[config.mk]
export PLATFORM = sky130hd
export DESIGN_NAME = rmt_match_router
export DESIGN_NICKNAME = d
export VERILOG_FILES = /design/src/rtl/rmt_pkg.sv /design/src/rtl/rmt_match_table.sv /design/src/rtl/rmt_match_router.sv
export SDC_FILE = /design/constraint.sdc
export NUM_CORES = 2
export LEC_CHECK = 0
export CAP_MARGIN = 10
export CORE_AREA = 2 2 494 496
export DETAILED_ROUTE_END_ITERATION = 7
export DIE_AREA = 0 0 496 498
export GPL_ROUTABILITY_DRIVEN = 0
export SYNTH_ARGS = -nofsm -noshare
export SYNTH_HDL_FRONTEND = slang
export SYNTH_SLANG_ARGS = --single-unit
[constraint.sdc]
create_clock -name clk -period 2.99 [get_ports clk]
set_clock_uncertainty 0.1 [all_clocks]
set_input_delay 0.4485 -clock clk [delete_from_list [all_inputs] [get_ports clk]]
set_output_delay 0.4485 -clock clk [all_outputs]
set_load 0.005 [all_outputs]
[src/rtl/rmt_pkg.sv]
// rmt_pkg: shared types and constants for the rmt_match_router ingress classifier.
//   state_e           - frame FSM encoding (IDLE / PASS / DROP)
//   ETHERTYPE_IPV4_LE - EtherType 0x0800 as it appears in raw lane order
//   ENT_*             - match table entry field widths {valid, key, dest}
//   entry_hit()       - single-entry match predicate used by the lookup
package rmt_pkg;

  typedef enum logic [1:0] {
    ST_IDLE = 2'd0,
    ST_PASS = 2'd1,
    ST_DROP = 2'd2
  } state_e;

  localparam logic [15:0] ETHERTYPE_IPV4_LE = 16'h0008;

  localparam int ENT_VALID_W = 1;
  localparam int ENT_KEY_W   = 16;

  function automatic logic entry_hit(input logic                 ent_valid,
                                     input logic [ENT_KEY_W-1:0] ent_key,
                                     input logic [ENT_KEY_W-1:0] lkp_key);
    return ent_valid && (ent_key == lkp_key);
  endfunction

endpackage

[src/rtl/rmt_match_table.sv]
// rmt_match_table: runtime-programmable function-type match table.
//   clk, rst_n        - clock, asynchronous active-low reset (all entries invalid)
//   wr_en/wr_addr     - write strobe and entry index
//   wr_valid/key/dest - entry contents; a write becomes visible the next cycle
//   lkp_key           - function-type key from the current first beat
//   lkp_hit/lkp_dest  - combinational result, lowest-index matching entry wins
module rmt_match_table
  import rmt_pkg::*;
#(
  parameter int TABLE_DEPTH = 8,
  parameter int DEST_WIDTH  = 4
) (
  input  logic                           clk,
  input  logic                           rst_n,
  input  logic                           wr_en,
  input  logic [$clog2(TABLE_DEPTH)-1:0] wr_addr,
  input  logic                           wr_valid,
  input  logic [ENT_KEY_W-1:0]           wr_key,
  input  logic [DEST_WIDTH-1:0]          wr_dest,
  input  logic [ENT_KEY_W-1:0]           lkp_key,
  output logic                           lkp_hit,
  output logic [DEST_WIDTH-1:0]          lkp_dest
);

  localparam int ADDR_W = $clog2(TABLE_DEPTH);

  typedef struct packed {
    logic [ENT_VALID_W-1:0] valid;
    logic [ENT_KEY_W-1:0]   key;
    logic [DEST_WIDTH-1:0]  dest;
  } entry_t;

  entry_t tbl_q [TABLE_DEPTH];

  always_ff @(posedge clk or negedge rst_n) begin
    if (!rst_n) begin
      for (int i = 0; i < TABLE_DEPTH; i++) begin
        tbl_q[i[ADDR_W-1:0]] <= '0;
      end
    end else if (wr_en) begin
      tbl_q[wr_addr] <= '{valid: wr_valid, key: wr_key, dest: wr_dest};
    end
  end

  // Scan from the top down so the lowest matching index is the last one assigned.
  always_comb begin
    lkp_hit  = 1'b0;
    lkp_dest = '0;
    for (int i = TABLE_DEPTH - 1; i >= 0; i--) begin
      if (entry_hit(tbl_q[i[ADDR_W-1:0]].valid, tbl_q[i[ADDR_W-1:0]].key, lkp_key)) begin
        lkp_hit  = 1'b1;
        lkp_dest = tbl_q[i[ADDR_W-1:0]].dest;
      end
    end
  end

endmodule

[src/rtl/rmt_match_router.sv]
// rmt_match_router: AXI-Stream ingress classifier/router.
//   clk, rst_n       - clock, asynchronous active-low reset
//   s_axis_*         - ingress stream (header parsed from the first beat)
//   m_axis_*         - egress stream through a single register slice, with tdest
//   cfg_wr_*         - match table write port
//   stat_pass_pkts   - forwarded packet count (wraps)
//   stat_drop_pkts   - dropped packet count (wraps)
// The first beat is checked for EtherType/delimiter and its function type is
// looked up; the resulting forward/drop decision and tdest hold for the packet.
module rmt_match_router
  import rmt_pkg::*;
#(
  parameter int          DATA_WIDTH   = 512,
  parameter int          KEEP_WIDTH   = DATA_WIDTH / 8,
  parameter int          USER_WIDTH   = 1,
  parameter int          DEST_WIDTH   = 4,
  parameter int          TABLE_DEPTH  = 8,
  parameter int          ETYPE_OFFSET = 12,
  parameter int          DELIM_OFFSET = 42,
  parameter logic [15:0] DELIM_VALUE  = 16'hF0E1,
  parameter int          FUNC_OFFSET  = 44,
  parameter int          MISS_DROP    = 1,
  parameter int          DEFAULT_DEST = 0
) (
  input  logic                           clk,
  input  logic                           rst_n,
  input  logic [DATA_WIDTH-1:0]          s_axis_tdata,
  input  logic [KEEP_WIDTH-1:0]          s_axis_tkeep,
  input  logic                           s_axis_tvalid,
  output logic                           s_axis_tready,
  input  logic                           s_axis_tlast,
  input  logic [USER_WIDTH-1:0]          s_axis_tuser,
  output logic [DATA_WIDTH-1:0]          m_axis_tdata,
  output logic [KEEP_WIDTH-1:0]          m_axis_tkeep,
  output logic                           m_axis_tvalid,
  input  logic                           m_axis_tready,
  output logic                           m_axis_tlast,
  output logic [USER_WIDTH-1:0]          m_axis_tuser,
  output logic [DEST_WIDTH-1:0]          m_axis_tdest,
  input  logic                           cfg_wr_en,
  input  logic [$clog2(TABLE_DEPTH)-1:0] cfg_wr_addr,
  input  logic                           cfg_wr_valid,
  input  logic [15:0]                    cfg_wr_key,
  input  logic [DEST_WIDTH-1:0]          cfg_wr_dest,
  output logic [31:0]                    stat_pass_pkts,
  output logic [31:0]                    stat_drop_pkts
);

  localparam logic [DEST_WIDTH-1:0] DFLT_DEST = DEST_WIDTH'(DEFAULT_DEST);

  state_e                  state_q, state_d;
  logic [DEST_WIDTH-1:0]   pkt_dest_q, pkt_dest_d;
  logic [31:0]             pass_cnt_q, pass_cnt_d;
  logic [31:0]             drop_cnt_q, drop_cnt_d;

  logic [DATA_WIDTH-1:0]   tdata_p1;
  logic [KEEP_WIDTH-1:0]   tkeep_p1;
  logic                    tlast_p1;
  logic [USER_WIDTH-1:0]   tuser_p1;
  logic [DEST_WIDTH-1:0]   tdest_p1;
  logic                    vld_p1;

  logic [15:0]             func_key;
  logic                    hdr_ok;
  logic                    hit;
  logic [DEST_WIDTH-1:0]   hit_dest;
  logic                    fwd_dec;
  logic [DEST_WIDTH-1:0]   dec_dest;
  logic                    slot_free;
  logic                    s_ready;
  logic                    s_acc;
  logic                    fwd_beat;
  logic [DEST_WIDTH-1:0]   beat_dest;

  // ---- p0: first-beat header check and table lookup (combinational) ----
  assign func_key = s_axis_tdata[FUNC_OFFSET*8 +: 16];
  assign hdr_ok   = (s_axis_tdata[ETYPE_OFFSET*8 +: 16] == ETHERTYPE_IPV4_LE) &&
                    (s_axis_tdata[DELIM_OFFSET*8 +: 16] == DELIM_VALUE);

  rmt_match_table #(
    .TABLE_DEPTH (TABLE_DEPTH),
    .DEST_WIDTH  (DEST_WIDTH)
  ) u_table (
    .clk      (clk),
    .rst_n    (rst_n),
    .wr_en    (cfg_wr_en),
    .wr_addr  (cfg_wr_addr),
    .wr_valid (cfg_wr_valid),
    .wr_key   (cfg_wr_key),
    .wr_dest  (cfg_wr_dest),
    .lkp_key  (func_key),
    .lkp_hit  (hit),
    .lkp_dest (hit_dest)
  );

  assign fwd_dec   = hdr_ok && (hit || (MISS_DROP == 0));
  assign dec_dest  = hit ? hit_dest : DFLT_DEST;
  assign slot_free = !vld_p1 || m_axis_tready;

  // Dropped beats never enter the slice, so they are sunk unconditionally;
  // ready never looks at s_axis_tvalid.
  always_comb begin
    state_d    = state_q;
    pkt_dest_d = pkt_dest_q;
    pass_cnt_d = pass_cnt_q;
    drop_cnt_d = drop_cnt_q;
    s_ready    = slot_free;
    fwd_beat   = 1'b0;
    beat_dest  = pkt_dest_q;
    unique case (state_q)
      ST_IDLE: begin
        beat_dest = dec_dest;
        fwd_beat  = fwd_dec;
        s_ready   = fwd_dec ? slot_free : 1'b1;
        if (s_axis_tvalid && s_ready) begin
          pkt_dest_d = dec_dest;
          if (fwd_dec) pass_cnt_d = pass_cnt_q + 32'd1;
          else         drop_cnt_d = drop_cnt_q + 32'd1;
          if (!s_axis_tlast) state_d = fwd_dec ? ST_PASS : ST_DROP;
        end
      end
      ST_PASS: begin
        fwd_beat = 1'b1;
        s_ready  = slot_free;
        if (s_axis_tvalid && s_ready && s_axis_tlast) state_d = ST_IDLE;
      end
      ST_DROP: begin
        s_ready = 1'b1;
        if (s_axis_tvalid && s_axis_tlast) state_d = ST_IDLE;
      end
      default: state_d = ST_IDLE;
    endcase
  end

  assign s_axis_tready = s_ready;
  assign s_acc         = s_axis_tvalid && s_ready;

  always_ff @(posedge clk or negedge rst_n) begin
    if (!rst_n) begin
      state_q    <= ST_IDLE;
      pkt_dest_q <= '0;
      pass_cnt_q <= '0;
      drop_cnt_q <= '0;
    end else begin
      state_q    <= state_d;
      pkt_dest_q <= pkt_dest_d;
      pass_cnt_q <= pass_cnt_d;
      drop_cnt_q <= drop_cnt_d;
    end
  end

  // ---- p1: egress register slice ----
  always_ff @(posedge clk or negedge rst_n) begin
    if (!rst_n) begin
      vld_p1   <= 1'b0;
      tdata_p1 <= '0;
      tkeep_p1 <= '0;
      tlast_p1 <= 1'b0;
      tuser_p1 <= '0;
      tdest_p1 <= '0;
    end else if (slot_free) begin
      vld_p1 <= s_acc && fwd_beat;
      if (s_acc && fwd_beat) begin
        tdata_p1 <= s_axis_tdata;
        tkeep_p1 <= s_axis_tkeep;
        tlast_p1 <= s_axis_tlast;
        tuser_p1 <= s_axis_tuser;
        tdest_p1 <= beat_dest;
      end
    end
  end

  assign m_axis_tvalid  = vld_p1;
  assign m_axis_tdata   = tdata_p1;
  assign m_axis_tkeep   = tkeep_p1;
  assign m_axis_tlast   = tlast_p1;
  assign m_axis_tuser   = tuser_p1;
  assign m_axis_tdest   = tdest_p1;
  assign stat_pass_pkts = pass_cnt_q;
  assign stat_drop_pkts = drop_cnt_q;

endmodule

# Word-level counts from Yosys, hierarchy flattened
# Index checks and enable logic that the tools add are counted.
[op_classes]
order_cmp = 2
reduce_logical = 25
add_sub_neg = 2
bitwise_logic = 2
mux = 30
eq_ne = 16
[op_table]
columns = ["operator", "n"]
rows = [
  ["$bwmux W168", 1],
  ["$eq A16 B16 Y1", 8],
  ["$add A32 B1 Y32 const B", 2],
  ["$demux W21 S3", 1],
  ["$mux W4", 10],
  ["$mux W21", 1],
  ["$logic_and A1 B1 Y1", 17],
  ["$eq A16 B16 Y1 const B", 1],
  ["$eq A16 B4 Y1 const B", 1],
  ["$mux W2", 5],
  ["$mux W1", 9],
  ["$ne A2 B2 Y1 const B", 4],
  ["$pmux W2 S3", 1],
  ["$reduce_and A3 Y1", 2],
  ["$ge A4 B4 Y1 const B", 1],
  ["$lt A4 B1 Y1 const B", 1],
  ["$not A3 Y4", 1],
  ["$pmux W1 S2", 2],
  ["$reduce_and A2 Y1", 2],
  ["$reduce_and A4 Y1", 1],
  ["$eq A2 B1 Y1 const B", 1],
  ["$eq A2 B2 Y1 const B", 1],
  ["$logic_not A2 Y1", 1],
  ["$logic_not A1 Y1", 1],
  ["2 further kinds", 2],
]
[totals]
in_bits = 607
out_inout_bits = 648
elab_cells = 111
register_bits = 821

# Depth between registers and ports, before layout
[depth]
word_depth = 16
mapped_depth = 11
depth_no_buf = 8

# Hierarchy
# A second synthesis with hierarchy kept.
[hier_totals]
hier_cells = 2181
area_unflattened_um2 = 33205.6
[modules_own_cells]
columns = ["module", "cells_per_inst", "area_each_um2", "seq_area_each_um2", "n_inst"]
rows = [
  ["rmt_match_router", 1568, 25041.5, 16340.7, 1],
  ["rmt_match_table", 613, 8164.1, 4204.0, 1],
]

# Least setup slack after synthesis
# No wires, ideal clock.
[synth_timing]
kind = "input to register"
from = "in s_axis_tdata[357]"
to = "reg tdata_p1[100], in the netlist m_axis_tdata[100]"
setup_slack_ns = -0.020
required_time_ns = 2.765
setup_time_ns = 0.125
arrival_ns = 2.784
n_path_buf = 4
stages = 11
cell_sequence = "buf_4 > xor2_1 > nor4_1 > nand4_1 > o22ai_2 > o41ai_4 > a211o_1 > buf_4 > buf_6 > buf_6 > mux2_4"
[synth_between]
elab_chain_len = 16
elab_cells_between_ends = 31
cone_classes = "eq/ne (8); mux (11); reduce/logical (12)"
[synth_lines]
columns = ["element", "line_no", "source"]
rows = [
  ["start, declared", "rmt_match_router.sv:27", "input logic [DATA_WIDTH-1:0] s_axis_tdata,"],
  ["$eq A16 B16 Y1", "rmt_pkg.sv:22", "return ent_valid && (ent_key == lkp_key);"],
  ["$logic_and A1 B1 Y1", "rmt_pkg.sv:22", ""],
  ["$mux W1 (7 in a row)", "rmt_match_table.sv:50", "if (entry_hit(tbl_q[i[ADDR_W-1:0]].valid, tbl_q[i[ADDR_W-1:0]].key, lkp_key)) begin"],
  ["$mux W1 *", "rmt_match_table.sv:50", ""],
  ["$logic_and A1 B1 Y1 *", "rmt_match_router.sv:96", "assign fwd_dec = hdr_ok && (hit || (MISS_DROP == 0));"],
  ["$mux W1", "rmt_match_router.sv:114", "s_ready = fwd_dec ? slot_free : 1'b1;"],
  ["$pmux W1 S2", "rmt_match_router.sv:110", "unique case (state_q)"],
  ["$logic_and A1 B1 Y1", "rmt_match_router.sv:136", "assign s_acc = s_axis_tvalid && s_ready;"],
  ["$logic_and A1 B1 Y1 *", "rmt_match_router.sv:163", "if (s_acc && fwd_beat) begin"],
  ["$reduce_and A2 Y1 (no line) *", "--", ""],
  ["end signal, assigned", "rmt_match_router.sv:164", "tdata_p1 <= s_axis_tdata;"],
  ["end, declared", "rmt_match_router.sv:56", "logic [DATA_WIDTH-1:0] tdata_p1;"],
]
# Mark *: on every way between the ends. The rest lies on a longest branch, timed or not.
# A chain may end at the register's enable or synchronous reset.

# Worst setup path after layout
[layout_timing]
from = "in s_axis_tdata[352]"
to = "out s_axis_tready"
[layout_between]
elab_chain_len = 13
elab_cells_between_ends = 27
cone_classes = "eq/ne (8); mux (10); reduce/logical (9)"
[layout_lines]
columns = ["element", "line_no", "source"]
rows = [
  ["$eq A16 B16 Y1", "rmt_pkg.sv:22", ""],
  ["$logic_and A1 B1 Y1", "rmt_pkg.sv:22", ""],
  ["$mux W1 (7 in a row)", "rmt_match_table.sv:50", ""],
  ["$mux W1 *", "rmt_match_table.sv:50", ""],
  ["$logic_and A1 B1 Y1 *", "rmt_match_router.sv:96", ""],
  ["$mux W1 *", "rmt_match_router.sv:114", ""],
  ["$pmux W1 S2 *", "rmt_match_router.sv:110", ""],
  ["end, declared", "rmt_match_router.sv:30", "output logic s_axis_tready,"],
]
# Marked as above.

==> run metrics <==
run status=finished with violations; violated checks=negative setup slack; highest clock frequency the design can meet=269 MHz; worst-case register-to-register setup slack=-470 ps; critical register-to-register path endpoint=m_axis_tdata[361]; complex-gate fraction of the synthesized area=0.832%; highest cell delay on the worst timing path=around 550 ps; clock tree from TritonCTS=done; number of optimization iterations in the first detailed-route pass=5; kind of start point of the critical path=input port; share of synthesized area spent on multiplexers=28.7%; synthesis-stage register bit count=821; Horiz. Die Dim=around 500 um; post-place setup slack=-1370 ps; GRT busiest layer=met2; Hold WC Path Type=in2async; highest net fanout along the worst path=16; worst r2r src=u_table.tbl_q[55]; Layout Cells excl Fill=6,964; Fin. Hold Viols=0; total number of yosys warnings=0; fraction of the mapped netlist area in simple logic gates=3.96%; number of cells produced by synthesis=2,170; Antenna Violating Nets Remaining=0; endpoint arrival time on the critical path=3170 ps; Synth area leader=dfrtp_1; cells along the critical path=clkdlybuf4s50_1 -> buf_6 -> xor2_1 -> buf_4 -> nor4_1 -> nand4_1 -> buf_4 -> o22ai_4 -> o41ai_4 -> buf_6 -> buf_12 -> o21ai_2 -> nand2b_1 -> buf_12; GRT met1 Usage=17.1%; master of the slowest instance on the critical path=clkdlybuf4s50_1; power density relative to cell area=531 mW/mm^2; residual overflow from global routing=0; clock root buffer=clkbuf_16; Fin Setup TNS=-285,960 ps; asr flop ratio synth=100%; post-detailed-placement cell area=about 0.052 mm^2; syn avg cell area=16.0 um^2; post-synthesis net count=about 2.8k; global-route wire length before repair=242 mm; worst setup slack after layout=-733 ps; DRC violations left=0; vias per cell=3.65; highest-count cells in the layout ignoring fill and taps=1,250 x clkdlybuf4s50_1, 820 x dfrtp_1, 400 x mux2_4; leading post-synthesis cells by cell area=dfrtp_1 59%, mux2_4 17%, mux2_2 11%; required time worst endpoint=2440 ps; Layout fillers=25.3k; number of clock buffers inserted by TritonCTS=105; largest net degree at the start of global routing=85; overall fraction of global-route tracks in use=14.5%; proportion of synthesized chip area in sequential cells=between 50% and 60%; largest family of logic cells by synthesized area=multiplexers; xor and xnor area share after synthesis=4.79%; pins over their slew limit=0; Setup CP Type=in2out; Syn-to-layout area delta=63.3%; area enclosed by the die boundary=approximately 0.25 mm^2; number of vias in the routed layout=25.4k; y dimension of the die=498 um; transition time at the pin with the least slew margin=roughly 930 ps; crit path launch=s_axis_tdata[352]; CTS sink count=slightly above 800; number of cell rows=181; unrepaired setup endpoints after global routing=true; cell depth of the worst flop-to-flop path=14; adder-cell share of the synthesized area=0.0721%; Worst VDD drop=0.413 mV; Post-synth EDFFs=0; Max clock buf depth=3; area of the mapped netlist=between 0.03 and 0.04 mm^2; fraction of final layout cells with drive strength greater than 1=approximately a third; global-route track usage on met3=6.92%; via count of the first global-routing pass=26.1k; Period Utilization, post-route=124%; port bufs=1,254; final-report setup violation count=615; Std-Cell Core Area=0.242 mm^2; H-tree level count=3; hpwl dp=156 mm; max_cap viols=0; initial standard-cell utilization of the core=14.4%; main flop type after synthesis=dfrtp_1; clock latency on the worst-skew pair=around 740 ps; routed wire length per instance=27.1 um; total leakage power=25.1 nW; most common cell after layout, fill and taps aside=clkdlybuf4s50_1; Post-Route WL=189 mm; met2 demand-to-capacity share in global routing=23.5%; count of boundary I/O pins=1,255; post-layout net count=approximately 4.3k; Distinct cells, synth=49; area share of the leading cell type in the synthesized netlist=59.2%; Layout Cell Area excl Fill=0.0567 mm^2; placed cell count=6,728; fin crit period=3720 ps; sort of element at the end of the critical path=output pin; first-iteration detailed-routing DRC count=2,038; headroom to the max-slew limit=37.1%; Worst-path clk slew=~50 ps; number of antenna violations at the first check in global routing=between 100 and 150
## kinds of logic (layout without fill, tap and decap cells)
kind of cell               count (synthesis)  count (layout)
xor gates and xnor gates                 190             190
and+or+nand+nor                          251             251
other                                      0              30
adders and majority gates                  2               2
DFF                                      821             821
buffers and inverters                    118            1680
AOI/OAI and AO/OA                         36              36
muxes                                    752             752
## report_power, final
part | switching, mW | internal [mW]
clock network | 5.38 | 7.49
logic | 1.77 | 2.72
registers | 0.719 | 12.1
total | 7.86 | 22.3
## routing by layer
layer,vias to the layer above,share of wire [%]
met5,-,0.30
met4,86,2.4
met3,325,12
met2,1297,46
met1,13000,39
li1,10700,-
## worst max-delay path, delay by kind of cell
family | cells | cell delay (ps)
compound gates | 3 | 430
buf+inv | 7 | 1540
xor+xnor | 1 | 180
simple gates | 3 | 550
## state kept, by name, indices dropped and copies added (netlist names)
register and cells:
state_q 2, m_axis_tdata 512, m_axis_tkeep 64, m_axis_tlast 1, m_axis_tdest 4, u_table.tbl_q 168, m_axis_tuser 1, stat_drop_pkts 32
stat_pass_pkts 32, m_axis_tvalid 1, pkt_dest_q 4
## through the flow
step	util [%]	hold WS, ps	power, mW
floorplan	-	52.9	14.3
global placement	21.7	326	17.3
detailed placement	21.7	331	17.4
CTS	23.2	41.0	30.6
global route	23.4	105	31.4
finish	23.5	128	30.1
## Yosys cell counts, types with 8 or more instances
| cell type | n |
|---|---|
| a31oi_1 | 9 |
| and2_1 | 8 |
| and3_1 | 12 |
| buf_1 | 9 |
| buf_2 | 22 |
| buf_4 | 17 |
| buf_6 | 44 |
| clkbuf_1 | 14 |
| dfrtp_1 | 821 |
| inv_1 | 12 |
| mux2_2 | 351 |
| mux2_4 | 400 |
| nand2_1 | 39 |
| nand3_1 | 41 |
| nand4_1 | 36 |
| nor2_1 | 32 |
| nor3_1 | 24 |
| nor4_1 | 28 |
| xnor2_1 | 93 |
| xor2_1 | 97 |
## how the worst max path moves through the flow
| stage | endpoint | slack (ps) | cells after the start |
|---|---|---|---|
| 2_1_floorplan | m_axis_tdata[100] | 5 | 11 |
| 3_3_place_gp | m_axis_tkeep[48] | -1310 | 14 |
| 3_5_place_dp | stat_pass_pkts[24] | -1370 | 13 |
| 4_1_cts | s_axis_tready | -800 | 12 |
| 5_1_grt | s_axis_tready | -800 | 12 |
| 6_report | s_axis_tready | -730 | 14 |
## cell type report
cell class / count / area [um^2] / share of cell area, %
timing repair buffer: 1486 / 15000 / 26.5
inverter: 12 / 45.0 / 0.0794
clock inverter: 35 / 465 / 0.821
multi-input combinational: 1231 / 13500 / 23.8
clock buffer: 147 / 3030 / 5.33
tap: 3202 / 4010 / 7.06
antenna: 30 / 75.1 / 0.132
sequential: 821 / 20500 / 36.2
## repair_timing
| item | in CTS | in global routing |
|---|---|---|
| gates resized for setup | 28 | 29 |
| buffers inserted | 7 | 5 |
| gates cloned | 2 | 9 |
| pin swaps | 5 | 3 |
| hold buffers | 1 | 0 |
| setup endpoints to repair | 643 | 639 |
| endpoints found under the hold margin | 179 | 0 |
No activity file was read; power rests on OpenSTA's default activity.
